--- config.mk ---
export PLATFORM = sky130hd
export DESIGN_NAME = dmem_lsu_align
export DESIGN_NICKNAME = d
export VERILOG_FILES = /design/src/rtl/dmem_lsu_align.sv
export SDC_FILE = /design/constraint.sdc
export NUM_CORES = 1
export LEC_CHECK = 0
export BUFFER_PORTS_ARGS = -buffer_cell sky130_fd_sc_hd__buf_2
export CORE_UTILIZATION = 30
export CTS_CLUSTER_DIAMETER = 80
export CTS_CLUSTER_SIZE = 8
export DETAILED_ROUTE_END_ITERATION = 8
export MAX_ROUTING_LAYER = met4
export PLACE_DENSITY_LB_ADDON = 0.1
export SLEW_MARGIN = 5
export SYNTH_ARGS = -nofsm -noshare
export SYNTH_HDL_FRONTEND = slang
export SYNTH_SLANG_ARGS = --single-unit
--- constraint.sdc ---
create_clock -name clk_i -period 4 [get_ports clk_i]
set_input_delay 0.8 -clock clk_i [delete_from_list [all_inputs] [get_ports clk_i]]
set_output_delay 0.8 -clock clk_i [all_outputs]
set_load 0.02 [all_outputs]
--- src/rtl/dmem_lsu_align.sv ---
// Load/store alignment stage in front of a 4-lane byte-column data memory with registered read.
// Splits word-crossing accesses into two memory cycles and extends load data.
module dmem_lsu_align #(
    parameter int unsigned ADDR_WIDTH = 10
) (
    input  logic                    clk_i,
    input  logic                    reset_ni,
    input  logic                    req_valid_i,
    output logic                    req_ready_o,
    input  logic                    req_st_i,
    input  logic [1:0]              req_size_i,
    input  logic                    req_signed_i,
    input  logic [ADDR_WIDTH+1:0]   req_addr_i,
    input  logic [31:0]             req_wdata_i,
    output logic                    rsp_valid_o,
    input  logic                    rsp_ready_i,
    output logic [31:0]             rsp_rdata_o,
    output logic                    rsp_err_o,
    output logic [ADDR_WIDTH-1:0]   mem_addr_o,
    output logic [3:0]              mem_we_o,
    output logic [31:0]             mem_din_o,
    output logic                    mem_spec_ld_o,
    output logic                    mem_valid_st_o,
    input  logic [31:0]             mem_dout_i
);

    localparam int unsigned COL_WIDTH = 8;
    localparam int unsigned NB_COL    = 4;
    localparam int unsigned DATA_W    = COL_WIDTH * NB_COL;
    localparam int unsigned BADDR_W   = ADDR_WIDTH + 2;

    typedef enum logic [1:0] {
        S_IDLE = 2'd0,
        S_ACC0 = 2'd1,
        S_ACC1 = 2'd2,
        S_RSP  = 2'd3
    } state_e;

    state_e               state_q, state_d;
    logic [BADDR_W-1:0]   addr_q, addr_d;
    logic [1:0]           size_q, size_d;
    logic                 st_q, st_d;
    logic                 sgn_q, sgn_d;
    logic                 err_q, err_d;
    logic [DATA_W-1:0]    wdata_q, wdata_d;
    logic [DATA_W-1:0]    buf_q, buf_d;

    logic [1:0]             off_c;
    logic [ADDR_WIDTH-1:0]  word0_c;
    logic [ADDR_WIDTH-1:0]  word1_c;
    logic [3:0]             nbytes_c;
    logic [3:0]             mask_c;
    logic [7:0]             mask_sh_c;
    logic [2*DATA_W-1:0]    din_sh_c;
    logic                   split_c;
    logic [DATA_W-1:0]      rd_lo_c;
    logic [DATA_W-1:0]      ld_data_c;

    // Access geometry derived from the latched request
    always_comb begin
        off_c   = addr_q[1:0];
        word0_c = addr_q[BADDR_W-1:2];
        word1_c = ADDR_WIDTH'(word0_c + 1'b1);
        case (size_q)
            2'd0:    begin nbytes_c = 4'd1; mask_c = 4'b0001; end
            2'd1:    begin nbytes_c = 4'd2; mask_c = 4'b0011; end
            2'd2:    begin nbytes_c = 4'd4; mask_c = 4'b1111; end
            default: begin nbytes_c = 4'd0; mask_c = 4'b0000; end
        endcase
        mask_sh_c = 8'({4'b0000, mask_c} << off_c);
        din_sh_c  = (2*DATA_W)'({32'd0, wdata_q} << {off_c, 3'b000});
        split_c   = (4'(off_c) + nbytes_c) > 4'd4;
    end

    // Load data: word0 comes from the capture buffer when split, else straight from memory
    always_comb begin
        rd_lo_c = DATA_W'({mem_dout_i, (split_c ? buf_q : mem_dout_i)} >> {off_c, 3'b000});
        case (size_q)
            2'd0:    ld_data_c = {{24{sgn_q & rd_lo_c[7]}},  rd_lo_c[7:0]};
            2'd1:    ld_data_c = {{16{sgn_q & rd_lo_c[15]}}, rd_lo_c[15:0]};
            default: ld_data_c = rd_lo_c;
        endcase
    end

    always_ff @(posedge clk_i or negedge reset_ni) begin
        if (!reset_ni) begin
            state_q <= S_IDLE;
            addr_q  <= '0;
            size_q  <= '0;
            st_q    <= 1'b0;
            sgn_q   <= 1'b0;
            err_q   <= 1'b0;
            wdata_q <= '0;
            buf_q   <= '0;
        end else begin
            state_q <= state_d;
            addr_q  <= addr_d;
            size_q  <= size_d;
            st_q    <= st_d;
            sgn_q   <= sgn_d;
            err_q   <= err_d;
            wdata_q <= wdata_d;
            buf_q   <= buf_d;
        end
    end

    // Next state and state-decoded outputs; memory strobes only in ACC0/ACC1
    always_comb begin
        state_d        = state_q;
        addr_d         = addr_q;
        size_d         = size_q;
        st_d           = st_q;
        sgn_d          = sgn_q;
        err_d          = err_q;
        wdata_d        = wdata_q;
        buf_d          = buf_q;
        req_ready_o    = 1'b0;
        rsp_valid_o    = 1'b0;
        rsp_err_o      = 1'b0;
        rsp_rdata_o    = '0;
        mem_addr_o     = '0;
        mem_we_o       = '0;
        mem_din_o      = '0;
        mem_spec_ld_o  = 1'b0;
        mem_valid_st_o = 1'b0;

        case (state_q)
            S_IDLE: begin
                req_ready_o = 1'b1;
                if (req_valid_i) begin
                    addr_d  = req_addr_i;
                    size_d  = req_size_i;
                    st_d    = req_st_i;
                    sgn_d   = req_signed_i;
                    wdata_d = req_wdata_i;
                    err_d   = (req_size_i == 2'd3);
                    state_d = (req_size_i == 2'd3) ? S_RSP : S_ACC0;
                end
            end
            S_ACC0: begin
                mem_addr_o = word0_c;
                if (st_q) begin
                    mem_valid_st_o = 1'b1;
                    mem_we_o       = mask_sh_c[3:0];
                    mem_din_o      = din_sh_c[DATA_W-1:0];
                end else begin
                    mem_spec_ld_o  = 1'b1;
                end
                state_d = split_c ? S_ACC1 : S_RSP;
            end
            S_ACC1: begin
                mem_addr_o = word1_c;
                if (st_q) begin
                    mem_valid_st_o = 1'b1;
                    mem_we_o       = mask_sh_c[7:4];
                    mem_din_o      = din_sh_c[2*DATA_W-1:DATA_W];
                end else begin
                    mem_spec_ld_o  = 1'b1;
                    buf_d          = mem_dout_i;
                end
                state_d = S_RSP;
            end
            S_RSP: begin
                rsp_valid_o = 1'b1;
                rsp_err_o   = err_q;
                if (!st_q && !err_q) begin
                    rsp_rdata_o = ld_data_c;
                end
                if (rsp_ready_i) begin
                    state_d = S_IDLE;
                end
            end
            default: begin
                state_d = S_IDLE;
            end
        endcase
    end

endmodule
# --- After elaboration in Yosys (flattened, before gate mapping) ---
# Index checks and enable logic that the tools add are counted.
totals:
  in_bits: 84
  ff_bits: 83
  output_inout_bits: 83
  wordCells: 59
classes:
  reduce_logical: 9
  n_addsub: 2
  n_bitwise: 3
  n_lt_le_gt_ge: 1
  eq_ne: 8
  muxes: 25
  n_shift: 3
op_table:
  columns: ["cell", "n"]
  rows:
  - ["two-way mux 32 bit", 5]
  - ["case mux 32 bit (2 select lines)", 2]
  - ["left shift 32 x 5 -> 64 bit", 1]
  - [">> shifter 64 x 5 -> 32 bit", 1]
  - ["case mux 10 bit (2 select lines)", 1]
  - ["case mux 4 bit (3 select lines)", 1]
  - ["adder 10 x 1 -> 10 bit (second input constant)", 1]
  - ["case mux 3 bit (3 select lines)", 1]
  - ["== test 2 bit (second input constant)", 4]
  - ["two-way mux 1 bit", 8]
  - ["two-way mux 4 bit", 2]
  - ["case mux 2 bit (4 select lines)", 1]
  - ["case mux 4 bit (2 select lines)", 1]
  - ["left shift 4 x 2 -> 8 bit", 1]
  - ["two-way mux 2 bit", 3]
  - ["AND reduction 2 bit", 3]
  - ["adder 2 x 4 -> 4 bit", 1]
  - ["== test 2 x 1 -> 1 bit (second input constant)", 2]
  - ["> comparator 4 x 3 -> 1 bit (second input constant)", 1]
  - ["zero test 2 bit", 2]
  - ["inequality test 2 bit (second input constant)", 2]
  - ["AND 1 bit", 2]
  - ["zero test 1 bit", 2]
  - ["OR reduction 2 bit", 1]
  - ["2 further kinds", 2]

# --- Longest topological paths before layout ---
# Gate-level depths: netlist of the first run.
depth:
  ltp_word: 10
  ltp_mapped: 12
  depth_no_buf: 10

# --- Worst setup path after synthesis of the first run ---
# OpenSTA, ideal clock, no wires.
synth_path:
  kind: "register to output"
  start: "register addr_q[1]"
  end: "output port rsp_rdata_o[27]"
  path_stages_with_launch: 12
  n_path_buf: 4
  required_time_ns: 3.200
  path_slack_ns: 0.068
  t_arrival_ns: 3.132
  cell_sequence: "dfrtp_1 -> clkinv_1 -> clkbuf_1 -> clkbuf_1 -> fa_1 -> xnor2_2 -> a22o_1 -> buf_6 -> mux2i_1 -> nand3b_2 -> buf_2 -> a221oi_1"
synth_via:
  elab_chain_cells: 8
  word_cells_on_any_way: 9
  cone_classes: "add/sub (1); order compare (1); shift (1); mux (4); bitwise (2)"
synth_lines:
  columns: ["item", "line", "text"]
  rows:
  - ["from (decl)", "40", "logic [BADDR_W-1:0] addr_q, addr_d;"]
  - ["from (signal assigned)", "97", "addr_q <= addr_d;"]
  - ["adder 2 x 4 -> 4 bit", "72", "split_c = (4'(off_c) + nbytes_c) > 4'd4;"]
  - ["> comparator 4 x 3 -> 1 bit", "72", null]
  - ["two-way mux 32 bit", "77", "rd_lo_c = DATA_W'({mem_dout_i, (split_c ? buf_q : mem_dout_i)} >> {off_c, 3'b000});"]
  - [">> shifter 64 x 5 -> 32 bit (*)", "77", null]
  - ["AND 1 bit, on equally long branches", "80, 79", null]
  - ["case mux 32 bit (2 select lines) (*)", "78", "case (size_q)"]
  - ["two-way mux 32 bit (*)", "166", "if (!st_q && !err_q) begin"]
  - ["two-way mux 32 bit (*)", "127", "case (state_q)"]
  - ["to (decl)", "17", "output logic [31:0] rsp_rdata_o,"]
# Every way passes the cells marked *; elsewhere a longest branch is shown, timed or not.

# --- Worst setup path after layout of the first run ---
layout_path:
  start: "register size_q[0]"
  end: "output port rsp_rdata_o[22]"
layout_via:
  elab_chain_cells: 10
  word_cells_on_any_way: 13
  cone_classes: "add/sub (1); order compare (1); eq/ne (2); shift (1); mux (5); bitwise (2); reduce/logical (1)"
layout_lines:
  columns: ["item", "line", "text"]
  rows:
  - ["from (decl)", "41", "logic [1:0] size_q, size_d;"]
  - ["from (signal assigned)", "98", "size_q <= size_d;"]
  - ["== test 2 bit, or another cell as far along", "64", "case (size_q)"]
  - ["case mux 3 bit (3 select lines)", "64", null]
  - ["adder 2 x 4 -> 4 bit", "72", null]
  - ["> comparator 4 x 3 -> 1 bit", "72", null]
  - ["two-way mux 32 bit", "77", null]
  - [">> shifter 64 x 5 -> 32 bit", "77", null]
  - ["AND 1 bit, on equally long branches", "80, 79", null]
  - ["case mux 32 bit (2 select lines) (*)", "78", null]
  - ["two-way mux 32 bit (*)", "166", null]
  - ["two-way mux 32 bit (*)", "127", null]
# Marks and branches as above.

==> results of run 1 <==
[power breakdown]
group / internal (µW) / total [µW] / switching, µW
sequential: 1280 / 1660 / 382
combinational: 2540 / 5370 / 2830
clock: 456 / 822 / 366
total: 4280 / 7860 / 3580
[worst max-delay path, stage by stage, from the launching register on]
cell	delay, ns
dfrtp_1	0.40
buf_4	0.15
ha_2	0.19
buf_6	0.13
ha_1	0.27
a21o_1	0.20
a22oi_2	0.24
buf_6	0.17
clkbuf_16	0.16
mux4_2	0.52
a21oi_2	0.15
a211oi_2	0.05
buf_4	0.18
[kinds of logic after synthesis]
kind of cell	synth area share, %
adder cells (fa/ha/maj)	2.695
buffers and inverters	5.072
AO/OA/AOI/OAI	15.99
XOR/XNOR	1.229
AND/OR/NAND/NOR	8.679
flip-flops	32.89
multiplexers	33.45
[cells in the final DEF (no fill, tap or decap), drive strengths merged, types with 7 or more instances in the layout]
master | synthesis | routed
a211oi | 13 | 13
a21oi | 37 | 37
a221oi | 8 | 8
a22o | 14 | 14
a22oi | 23 | 23
buf | 24 | 197
clkbuf | 26 | 14
dfrtp | 83 | 83
ha | 12 | 12
inv | 19 | 19
mux2 | 115 | 115
mux2i | 22 | 22
mux4 | 24 | 24
nand2 | 34 | 34
nor2 | 50 | 50
nor2b | 17 | 17
o21ai | 29 | 29
o221ai | 7 | 7
o22ai | 9 | 9
[final cells by class]
class	count	area share (%)
multi-input combinational	453	50.24
sequential	83	26.04
antenna	3	0.09391
inverter	20	0.9391
timing repair buffer	198	14.92
clock buffer	13	3.256
clock inverter	3	0.2817
tap	270	4.226
[layer usage]
layer	vias up	part of all wire [%]	global-route usage, %
met4	0	1.5	6.546
li1	2580	-	-
met5	-	0	-
met2	196	46	30.05
met1	2759	46	24.68
met3	27	6.4	3.913
[per-stage QoR]
step	utilization, %	TNS (ns)	instances	worst slack [ns]	hold slack (ns)
after floorplan	-	0	606	0.06826	0.4446
after global placement	36.41	0	1014	0.3127	0.4637
after detailed placement	36.41	0	1014	0.2361	0.4668
after CTS	38.17	-0.1301	1036	-0.02611	0.4813
after global routing	39.12	-0.5557	1042	-0.05040	0.5068
final	39.13	0	1043	0.05025	0.4789
[state kept, by name, indices dropped and copies added, names as in the netlist]
| name | flops |
|---|---|
| buf_q | 32 |
| wdata_q | 32 |
| addr_q | 12 |
| size_q | 2 |
| state_q | 2 |
| err_q | 1 |
| sgn_q | 1 |
| st_q | 1 |
[worst max-delay path by stage]
stage,to,slack [ns],depth (start not counted)
2_1_floorplan,rsp_rdata_o[27],0.07,11
5_1_grt,rsp_rdata_o[1],-0.05,12
3_5_place_dp,rsp_rdata_o[22],0.24,12
6_report,rsp_rdata_o[22],0.05,12
3_3_place_gp,rsp_rdata_o[17],0.31,12
4_1_cts,rsp_rdata_o[21],-0.03,13
[repair_timing]
item | 4_1_cts | 5_1_grt
cloned | 1 | 1
gates resized for setup | 9 | 68
endpoints found under the setup margin | 29 | 31
setup buffers | 5 | 4
pin swaps | 3 | 21
==> results.json, run 1 <==
{
  "status": "completed",
  "timing_hold_violations_final": 0,
  "tightest_slew_ns": 1.072,
  "slew_headroom_pct": 28.25,
  "r2r_end": "wdata_q[1]",
  "hpwl_um": 13690,
  "ir_drop_v": 0.0004574,
  "setup.worst_path.start_class": "flip-flop",
  "drcViolationCount": 0,
  "syn_inst": 606,
  "post_route_cells_drive_above_1_share_pct": 50.65,
  "ys_async_sr_fraction_pct": 100.0,
  "grtUsageTotal_pct": 19.22,
  "endpoint_kind": "primary output",
  "synth_area_leaders": "dfrtp_1, mux2_2, mux4_1, mux4_2, mux2i_1",
  "coreArea_um2": 20430,
  "ios": 167,
  "placed_cell_area_um2": 7438,
  "viasPerCell": 5.333,
  "h-tree-depth": 3,
  "crit_type": "reg -> out",
  "rows": 52,
  "cts_tree": "yes",
  "whs_endpoint": "buf_q[0]",
  "max_freq_mhz": 253.2,
  "drt_pass1_iterations": 4,
  "die_area_um2": 21630,
  "grt_max_degree": 58,
  "hold_start": "buf_q[0]",
  "leakage_uw": 0.003511,
  "rrSetupSlack_ns": 1.63,
  "required_ns": 3.20,
  "numCtsBuffers": 9,
  "filler_cell_count": 2080,
  "cts-root-buf": "clkbuf_16",
  "yosysTopAreaCell": "dfrtp_1",
  "io_buffer_count": 166,
  "wire_per_inst_um": 19.70,
  "worstPathArrival_ns": 3.15,
  "cts_hold_buf": 0,
  "final_nets": 862,
  "yosys_warnings": 0,
  "synth.most_common_cell": "mux2_2",
  "fin_worst_skew_ns": 0.008128,
  "synthToLayoutAreaGrowth_pct": 26.59,
  "crit_fanout": 5,
  "regArea_um2": 2082,
  "power.total_uw": 7859,
  "vias": 5562,
  "timing.rr.start": "state_q[0]",
  "min_period_ns": 3.950,
  "yosys_most_used_dff": "dfrtp_1",
  "synth_top_area_share_pct": 32.89,
  "hp-class": "reg -> reg",
  "die_width_um": 147.1,
  "antenna_found_initial": 2,
  "drt.antenna.violating_nets": 0,
  "wl_um": 20550,
  "stdcell_area_um2": 7994,
  "finalSetupViolCount": 0,
  "worst_skew_pair.late_latency_ns": 0.35,
  "clk_pin_slew_ns": 0.06,
  "finalMaxSlewViolations": 0,
  "cts.path.max_buffers": 2,
  "period_share_pct": 98.74,
  "cts_num_sinks": 83,
  "syn_avg_cell_area_um2": 10.42,
  "startpoint": "size_q[0]",
  "grt_pass1_wl_um": 31420,
  "ys_ff_latch": 83,
  "die_h_um": 147.1,
  "hold_depth": 2,
  "synth_nets": 703,
  "syn_area_um2": 6315,
  "drtIter0Drc": 270,
  "grt_pass1_vias": 5650,
  "ys_seq_area_share_pct": 32.89,
  "rsz0062_at_grt": "true",
  "drv_cap": 0,
  "yosysUniqueCellTypes": 49,
  "grt-ovfl-total": 0,
  "reg2reg_depth": 5,
  "power.density_nw_per_um2": 983.2,
  "initial_core_util_pct": 30.91,
  "synth_edf_count": 0,
  "multi_input_area_um2": 4016,
  "place.gp.congestion": 0.8560,
  "synth_common_cells": "mux2_2, dfrtp_1, nor2_1"
}
(Power assumes the default switching activity.)
==> inputs of run 2 (changes only) <==
==> constraint.sdc (replaced) <==
create_clock -name clk_i -period 4.05 [get_ports clk_i]
set_input_delay 0.81 -clock clk_i [delete_from_list [all_inputs] [get_ports clk_i]]
set_output_delay 0.81 -clock clk_i [all_outputs]
set_load 0.02 [all_outputs]
==> results.json, run 2 (synthesis gave the netlist of run 1 again) <==
{
  "grtUsageTotal_pct": 19.70,
  "reg.largest.list": "buf_q (32), wdata_q (32), addr_q (12)",
  "combinationalPowerShare_pct": 68.2,
  "cts_hold_buf": 0,
  "die_h_um": 147.1,
  "crit_fanout": 11,
  "drcViolationCount": 0,
  "clk_pin_slew_ns": 0.06,
  "wire_per_inst_um": 19.87,
  "grt_max_degree": 72,
  "cts_num_sinks": 83,
  "ir_drop_v": 0.0003554,
  "reg2reg_depth": 5,
  "final_nets": 861,
  "ios": 167,
  "endpoint_kind": "primary output",
  "filler_cell_count": 2107,
  "rsz0062_at_grt": "true",
  "whs_endpoint": "buf_q[6]",
  "power.density_nw_per_um2": 997.5,
  "cts-root-buf": "clkbuf_16",
  "regArea_um2": 2082,
  "drt.antenna.violating_nets": 0,
  "period_share_pct": 98.20,
  "seq_power_share_pct": 20.6,
  "cts_tree": "yes",
  "timing_hold_violations_final": 0,
  "power_switching_uw": 3557,
  "viasPerCell": 5.328,
  "finalMaxSlewViolations": 0,
  "post_route_cells_drive_above_1_share_pct": 49.41,
  "initial_core_util_pct": 30.91,
  "leakage_uw": 0.003551,
  "coreArea_um2": 20430,
  "numCtsBuffers": 9,
  "multi_input_area_um2": 4010,
  "io_buffer_count": 166,
  "drv_cap": 0,
  "grt_pass1_vias": 5944,
  "drtIter0Drc": 301,
  "grt-ovfl-total": 0,
  "antenna_found_initial": 2,
  "timing.setup.tns_ns": 0,
  "crit_type": "reg -> out",
  "r2r_end": "wdata_q[2]",
  "required_ns": 3.24,
  "final_common_cell": "buf_2",
  "hpwl_um": 13960,
  "die_area_um2": 21630,
  "swShare_pct": 44.51,
  "min_period_ns": 3.977,
  "rrSetupSlack_ns": 1.66,
  "fin_hold_ws_ns": 0.4806,
  "die_width_um": 147.1,
  "slew_headroom_pct": 25.62,
  "h-tree-depth": 3,
  "clkPwrFrac_pct": 11.2,
  "synthToLayoutAreaGrowth_pct": 26.87,
  "internal-power_uw": 4435,
  "utilization_pct": 39.21,
  "grt_pass1_wl_um": 32200,
  "tightest_slew_ns": 1.112,
  "wl_um": 20680,
  "place.gp.congestion": 0.8523,
  "fin_worst_skew_ns": 0.006804,
  "cts.path.max_buffers": 2,
  "hold_start": "buf_q[6]",
  "timing.rr.start": "state_q[0]",
  "worstPathArrival_ns": 3.17,
  "finalSetupViolCount": 0,
  "vias": 5546,
  "status": "completed",
  "rows": 52,
  "worst_skew_pair.late_latency_ns": 0.34,
  "final_cell_mix": "buf_2, mux2_2, dfrtp_1, nor2_1, nand2_1",
  "hold_depth": 2,
  "max_freq_mhz": 251.4,
  "hp-class": "reg -> reg",
  "setup.worst_path.start_class": "flip-flop",
  "drt_pass1_iterations": 4
}
==> run 2: changes by cell type in the layout (fill, tap and decap cells not counted), sizes merged <==
cell,change
bufinv,+2
diode,-1
clkinvlp,-1
buf,-2
==> run 2: final cells by class <==
class | instances | area share, %
Antenna cell | 2 | 0.06247
Clock buffer | 12 | 2.952
Clock inverter | 4 | 0.9371
Inverter | 20 | 0.9371
Multi-Input combinational cell | 453 | 50.05
Sequential cell | 83 | 25.99
Tap cell | 270 | 4.217
Timing Repair Buffer | 197 | 14.85
==> run 2: through the flow <==
stage	area [µm²]	total power, µW	std cells	worst slack [ns]
final	8011	7991	1041	0.07295
after detailed placement	7438	6459	1014	0.2247
after global routing	8011	8532	1041	-0.03529
after global placement	7438	6384	1014	0.3243
after floorplan	6315	5203	606	0.1083
after CTS	7802	7643	1036	0.005477
==> run 2: per-layer routing <==
layer	part of all wire [%]	GRT usage, %	up-vias
met3	6.0	3.944	30
met1	45	24.49	2741
li1	-	-	2582
met2	47	31.60	193
met4	2.1	7.268	0
met5	0	-	-
==> run 2: how the worst max path moves through the flow <==
stage                     startpoint         endpoint  slack (ns)  cells after the start
final                      size_q[1]   rsp_rdata_o[8]        0.07                     13
after floorplan            addr_q[1]  rsp_rdata_o[27]        0.11                     11
after CTS                  size_q[1]  rsp_rdata_o[23]       0.005                     12
after detailed placement   size_q[0]  rsp_rdata_o[23]        0.22                     12
after global routing       size_q[0]   rsp_rdata_o[8]       -0.04                     13
after global placement     size_q[0]  rsp_rdata_o[23]        0.32                     12
==> run 2: timing repair <==
action                                  in CTS  in global routing
endpoints found under the hold margin        0                  0
resized for setup                           18                 40
setup buffers                                5                  1
pin swaps                                    4                  9
cloned                                       1                  2
endpoints found under the setup margin      31                 31
==> run 2: power by group through the flow <==
stage / registers [µW] / clock network (µW) / logic (µW)
after floorplan: 1500 / 0 / 3700
after global placement: 1640 / 0 / 4750
after detailed placement: 1660 / 0 / 4800
after CTS: 1640 / 922 / 5080
after global routing: 1710 / 953 / 5870
final: 1650 / 892 / 5450
==> run 2: critical path: stages (launching register included) <==
cell      delay [ns]
dfrtp_1         0.40
inv_2           0.09
ha_4            0.14
ha_4            0.13
inv_1           0.05
fa_2            0.55
nand2b_4        0.06
a22oi_2         0.16
buf_4           0.18
buf_16          0.15
mux4_1          0.54
nor2_1          0.11
o22ai_1         0.09
buf_2           0.18
